===== src/rtl/serial_word_comparator.sv =====
// Byte-serial magnitude comparator: folds MSB-first A/B byte pairs into a
// less/equal/greater cascade and publishes one registered verdict per word.
module serial_word_comparator #(
  parameter int NBYTES = 4,
  parameter int SIGNED = 0
) (
  input  logic       clk,
  input  logic       rst,
  input  logic       start,
  input  logic       byte_valid,
  input  logic [7:0] a_byte,
  input  logic [7:0] b_byte,
  output logic       ready,
  output logic       busy,
  output logic       done,
  output logic       lt,
  output logic       et,
  output logic       gt
);

  localparam int CW = $clog2(NBYTES + 1);
  localparam logic [CW-1:0] LAST = CW'(NBYTES - 1);

  typedef enum logic [1:0] {S_IDLE, S_RUN, S_DONE} state_t;
  typedef enum logic [1:0] {C_EQ, C_LT, C_GT} casc_t;

  state_t        r_state;
  state_t        w_nextState;
  casc_t         r_casc;
  casc_t         w_nextCasc;
  logic [CW-1:0] r_count;
  logic          r_lt;
  logic          r_et;
  logic          r_gt;
  logic          w_accept;
  logic          w_lastByte;
  logic          w_byteLt;
  logic          w_byteGt;

  assign w_accept   = byte_valid && (r_state == S_RUN);
  assign w_lastByte = (r_count == LAST);

  always_ff @(posedge clk or posedge rst) begin
    if (rst) begin
      r_state <= S_IDLE;
    end else begin
      r_state <= w_nextState;
    end
  end

  always_comb begin
    w_nextState = r_state;
    ready       = 1'b0;
    busy        = 1'b0;
    done        = 1'b0;
    case (r_state)
      S_IDLE: begin
        if (start) begin
          w_nextState = S_RUN;
        end
      end
      S_RUN: begin
        ready = 1'b1;
        busy  = 1'b1;
        if (w_accept && w_lastByte) begin
          w_nextState = S_DONE;
        end
      end
      S_DONE: begin
        busy        = 1'b1;
        done        = 1'b1;
        w_nextState = S_IDLE;
      end
      default: begin
        w_nextState = S_IDLE;
      end
    endcase
  end

  // Only the most significant byte carries the sign, so the signed compare
  // applies to the first pair of the word alone.
  always_comb begin
    if ((SIGNED != 0) && (r_count == '0)) begin
      w_byteLt = $signed(a_byte) < $signed(b_byte);
      w_byteGt = $signed(a_byte) > $signed(b_byte);
    end else begin
      w_byteLt = a_byte < b_byte;
      w_byteGt = a_byte > b_byte;
    end
  end

  always_comb begin
    w_nextCasc = r_casc;
    if (r_casc == C_EQ) begin
      if (w_byteLt) begin
        w_nextCasc = C_LT;
      end else if (w_byteGt) begin
        w_nextCasc = C_GT;
      end
    end
  end

  always_ff @(posedge clk or posedge rst) begin
    if (rst) begin
      r_casc  <= C_EQ;
      r_count <= '0;
      r_lt    <= 1'b0;
      r_et    <= 1'b0;
      r_gt    <= 1'b0;
    end else begin
      if ((r_state == S_IDLE) && start) begin
        r_casc  <= C_EQ;
        r_count <= '0;
      end else if (w_accept) begin
        r_casc  <= w_nextCasc;
        r_count <= r_count + CW'(1);
        // Verdict is loaded on the edge entering DONE so it is valid with done.
        if (w_lastByte) begin
          r_lt <= (w_nextCasc == C_LT);
          r_et <= (w_nextCasc == C_EQ);
          r_gt <= (w_nextCasc == C_GT);
        end
      end
    end
  end

  assign lt = r_lt;
  assign et = r_et;
  assign gt = r_gt;

endmodule


===== config.mk =====
export PLATFORM = sky130hd
export DESIGN_NAME = serial_word_comparator
export DESIGN_NICKNAME = d
export VERILOG_FILES = /design/src/rtl/serial_word_comparator.sv
export SDC_FILE = /design/constraint.sdc
export NUM_CORES = 1
export LEC_CHECK = 0
export ABC_AREA = 1
export CAP_MARGIN = 20
export CORE_MARGIN = 5
export CORE_UTILIZATION = 40
export CTS_CLUSTER_SIZE = 16
export DETAILED_ROUTE_END_ITERATION = 8
export PLACE_DENSITY = 0.74
export SYNTH_ARGS = -nofsm -noshare
export SYNTH_HDL_FRONTEND = slang
export SYNTH_SLANG_ARGS = --single-unit

===== constraint.sdc =====
create_clock -name clk -period 1.4 [get_ports clk]
set_input_delay 0.21 -clock clk [delete_from_list [all_inputs] [get_ports clk]]
set_output_delay 0.21 -clock clk [all_outputs]
set_load 0.01 [all_outputs]

## Word-level counts from Yosys, hierarchy flattened

Cells that the tools add are included.

| word-level totals | value |
|---|---|
| output and inout port bits | 6 |
| input port bits | 20 |
| register bits after elaboration | 10 |

| cells by class | value |
|---|---|
| equality and inequality tests | 7 |
| reductions and logical operators | 10 |
| muxes and demuxes | 13 |
| add/sub/neg operators | 1 |
| magnitude comparators | 2 |
| bitwise operators | 1 |

Operators by type and width:

| operator | count |
|---|---|
| $mux W2 | 7 |
| $gt A8 B8 Y1 | 1 |
| $lt A8 B8 Y1 | 1 |
| $logic_not A2 Y1 | 3 |
| $mux W3 | 2 |
| $eq A2 B1 Y1 const B | 2 |
| $eq A2 B2 Y1 const B | 2 |
| $pmux W2 S2 | 1 |
| $add A3 B1 Y3 const B | 1 |
| $eq A3 B2 Y1 const B | 1 |
| $logic_and A1 B1 Y1 | 3 |
| $mux W1 | 3 |
| $reduce_and A3 Y1 | 1 |
| $ne A2 B1 Y1 const B | 1 |
| $ne A2 B2 Y1 const B | 1 |
| $reduce_and A2 Y1 | 1 |
| $reduce_bool A2 Y1 | 1 |
| $reduce_or A2 Y1 | 1 |
| $not A1 Y1 | 1 |

## Logic depth before layout (Yosys ltp)

| depth | value |
|---|---|
| depth after elaboration | 6 |
| gate-level depth with buffers | 13 |
| gate-level depth less buffers | 13 |

## Least setup slack after synthesis

Ideal clock, no wire load.

| timing | value |
|---|---|
| path type | reg-to-reg |
| from | reg r_state[1] |
| to | reg r_state[1] |
| data required time | 1.275 ns |
| library setup time | 0.125 ns |
| path buffers | 0 |
| slack | -0.095 ns |
| data arrival time | 1.370 ns |
| clock period less this slack | 1.495 ns |
| cell stages (with the launch flop) | 9 |
| path through | dfrtp_1 -> inv_1 -> ha_1 -> nand2_2 -> nor2_2 -> inv_1 -> nand2_1 -> o21ai_2 -> mux2_4 |

| on the way | value |
|---|---|
| cells in the longest elaborated chain, start to end | 5 |
| elaborated cells between the ends (all ways) | 8 |
| classes of those cells | eq/ne: 3; mux: 1; reduce/logical: 4 |

Ends and longest elaborated chain:

| item | RTL line | source |
|---|---|---|
| start: declaration | 27 | `state_t r_state;` |
| start signal: assignment | 47 | `r_state <= w_nextState;` |
| $eq A2 B1 Y1 | 40, 56 |  |
| $logic_and A1 B1 Y1 | 40 | `assign w_accept = byte_valid && (r_state == S_RUN);` |
| $logic_and A1 B1 Y1 | 65 | `if (w_accept && w_lastByte) begin` |
| $ne A2 B1 Y1 (no source line) | - |  |
| $reduce_and A2 Y1 (no source line) | - |  |

Several ways; a longest one is shown, not always the timed one.
A chain may end at the register's enable or synchronous reset.

## Final worst setup path

| timing | value |
|---|---|
| from | reg r_count[0] |
| to | reg r_state[1] |

| on the way | value |
|---|---|
| cells in the longest elaborated chain, start to end | 4 |

Ends and longest elaborated chain:

| item | RTL line | source |
|---|---|---|
| start: declaration | 31 | `logic [CW-1:0] r_count;` |
| start signal: assignment | 116 | `r_count <= r_count + CW'(1);` |
| $eq A3 B2 Y1 | 41 | `assign w_lastByte = (r_count == LAST);` |
| $logic_and A1 B1 Y1 | 65 |  |
| $ne A2 B1 Y1 (no source line) | - |  |
| $reduce_and A2 Y1 (no source line) | - |  |

Every way passes these cells.

==> metrics.md <==
| Metric | Value |
|---|---|
| Synth Area in XOR/XNOR | `0%` |
| DRC violations left | `0` |
| Final Hold Fails | `0` |
| Critical Path RT | `between 1.5 and 2 ns` |
| Htree depth | `1` |
| Avg Cell Area, Syn | `between 7 and 8 um^2` |
| Worst-Margin Slew | `about 0.4 ns` |
| Cts bufs inserted | `3` |
| Largest family of logic cells by synthesized area | `adder cells` |
| Count of state elements after synthesis | `10` |
| # clock sinks | `10` |
| CTS tree | `done` |
| Row count | `15` |
| Worst path arrival time | `approximately 1.6 ns` |
| Post-route ant nets | `0` |
| Router iterations before antenna repair | `4` |
| Starting DRT DRC Count | `6` |
| Total Routing Usage GR | `15.67%` |
| Die Height | `roughly 54 um` |
| RSZ-0062 raised after global routing | `yes` |
| Skew final | `approximately 0.0036 ns` |
| Vias in the first global route | `798` |
| DIE AREA | `approximately 2900 um^2` |
| Peak VDD IR | `between 1 and 1.5 mV` |
| Via count | `797` |
| First-pass GRT wire length | `3.222 mm` |
| Die width | `53.72 um` |
| DP HPWL | `1.473 mm` |
| Post-synthesis adder-cell area fraction | `between 20% and 30%` |
| CP startpoint kind | `flop` |
| Leakage | `0.7367 nW` |
| Number of standard cells after synthesis | `approximately 100` |
| Seq/Total Area, Yosys | `between 30% and 40%` |
| Status | `finished, violations left` |
| Sw Ratio | `between 30 and 40%` |
| Most frequent cells in the layout | `nand2_1, inv_1, buf_4` |
| Starting density of the core | `a little over two fifths` |
| Commonest non-fill, non-tap cell in the layout | `nand2_1` |
| Design Area, Final | `about 1300 um^2` |
| Final core occ | `~74%` |
| IO Pins | `26` |
| Crit Path Class | `flop to flop` |
| Cell Pwr Density | `between 1000 and 1500 nW/um^2` |
| Max Cap Viol | `0` |
| Yosys Warn Count | `0` |
| Syn_nets | `around 140` |
| CTS Root Cell | `clkbuf_4` |
| Avg WL per Cell | `11.83 um` |
| Fin Setup TNS | `-0.03442 ns` |
| Largest net degree at the start of global routing | `11` |
| Achievable Freq | `around 700 MHz` |
| Hold Path Class | `input pin to asynchronous set/reset pin` |
| Final setup fails | `1` |
| Simple-gate share of the synthesized area | `21.93%` |
| Comb pwr share | `roughly 60%` |
| IO Port Bufs | `25` |
| Gpl congestion | `slightly above 0.8` |
| Grt total ovfl | `0` |
| Total net switching power | `0.0007317 W` |
| Synth Area in Compound Gates | `approximately 8.7%` |
| Core area | `between 1500 and 2000 um^2` |
| Final min period | `1.434 ns` |
| Skew-Pair Late Insertion Delay | `~0.28 ns` |
| Syn-to-layout area delta | `70.38%` |
| P_int | `approximately 0.0012 W` |
| # nets final | `181` |
| Buffer levels on the longest clock path | `2` |
| Share of cells above drive strength 1 | `36.99%` |
| Relative slew slack | `roughly 73%` |
| Clk pwr share | `around 14%` |
| Vias per cell | `roughly 4.7` |
| CP Max Fanout | `2` |
| Synthesized area | `between 700 and 800 um^2` |
| Synth unique cells | `15` |
| Worst-path clk slew | `0.08 ns` |
| DP Area | `roughly 1200 um^2` |
| Setup crit end kind | `flop` |
| Overall power | `0.001905 W` |
| Initial antenna violation count | `0` |
| FILL cells | `around 140` |
| Flop pwr share | `between 20% and 30%` |
| Slew Limit Fails | `0` |
| Final cycle utilization of the critical path | `102.5%` |
| Failing checks | `setup timing` |
| PnR worst setup slack | `-0.03442 ns` |
| Mux share of post-synthesis cell area | `between 1.5 and 2%` |
| Total Routed Length | `2.023 mm` |
| Place WS | `-0.5031 ns` |
| Antenna cells | `0` |
-- worst max-delay path: stages, from the launching register on --
cell and delay [ns]:
dfrtp_1 0.40, ha_2 0.20, ha_4 0.15, inv_2 0.05, nor2_2 0.03, inv_2 0.06, nand2_2 0.06, o21ai_4 0.07
mux2_4 0.31
-- what timing repair did --
item	4_1_cts	5_1_grt
resized for setup	37	16
pin swaps	14	7
endpoints found under the setup margin	9	10
buffers inserted	3	0
hold buffers	0	0
-- through the flow --
step / cells / hold slack (ns)
after global placement: 164 / 0.4668
after global routing: 171 / 0.2439
after floorplan: 101 / 0.05018
after CTS: 171 / 0.2254
after detailed placement: 164 / 0.4717
final: 171 / 0.2120
-- flip-flops by register name, summed over array words and instances (netlist names) --
name     cells
et           1
r_count      3
r_casc       2
gt           1
r_state      2
lt           1
-- synthesized netlist by cell type --
| cell | number | area [um^2] |
|---|---|---|
| ha_1 | 14 | 175.2 |
| nand4_1 | 1 | 6.260 |
| dfrtp_1 | 10 | 250.2 |
| o21bai_1 | 1 | 7.510 |
| o21ai_2 | 1 | 8.760 |
| nor2_1 | 10 | 37.54 |
| nand2_1 | 24 | 90.09 |
| inv_1 | 24 | 90.09 |
| nand2_2 | 1 | 6.260 |
| o22ai_1 | 2 | 12.51 |
| nand3_1 | 3 | 15.01 |
| a21o_1 | 1 | 7.510 |
| a21oi_1 | 6 | 30.03 |
| nor2_2 | 2 | 12.51 |
| mux2_4 | 1 | 15.01 |
-- area by class of cell --
type / count / area (um^2) / share of cell area, %
Tap cell: 25 / 31.28 / 2.402
Clock buffer: 4 / 36.28 / 2.786
Timing Repair Buffer: 41 / 356.6 / 27.38
Sequential cell: 10 / 250.2 / 19.21
Inverter: 24 / 90.09 / 6.916
Multi-Input combinational cell: 67 / 538.0 / 41.31
-- layer usage --
layer	wire, um	share of wire, %	vias up	global-route usage, %
met3	113	5.6	7	3.047
li1	-	-	402	-
met2	1115	55	28	29.44
met4	40	2.0	0	8.511
met1	754	37	360	15.96
met5	0	0	-	0
-- power by group through the flow --
stage               clock [W]  combinational, W  sequential, W
floorplan                   0          0.000554       0.000504
global placement            0           0.00105       0.000477
detailed placement          0           0.00108       0.000482
CTS                  0.000274           0.00110       0.000482
global route         0.000299           0.00127       0.000500
finish               0.000277           0.00114       0.000486
-- worst paths after layout --
| check | startpoint | endpoint | slack [ns] | cells after the start |
|---|---|---|---|---|
| max in group asynchronous | rst | r_casc[0] | 0.90 | 2 |
| worst min register to register | lt | lt | 0.48 | 2 |
| worst min-delay path | rst | r_state[0] | 0.21 | 2 |
| worst max-delay path | r_count[0] | r_state[1] | -0.03 | 8 |
| min in group clk | lt | lt | 0.48 | 2 |
| worst max register to register | r_count[0] | r_state[1] | -0.03 | 8 |
-- kinds of logic after synthesis --
group	after synthesis
compound gates	11
fa+ha+maj	14
flops	10
simple gates	41
mux	1
buf+inv	24
No activity file was read; power rests on OpenSTA's default activity.
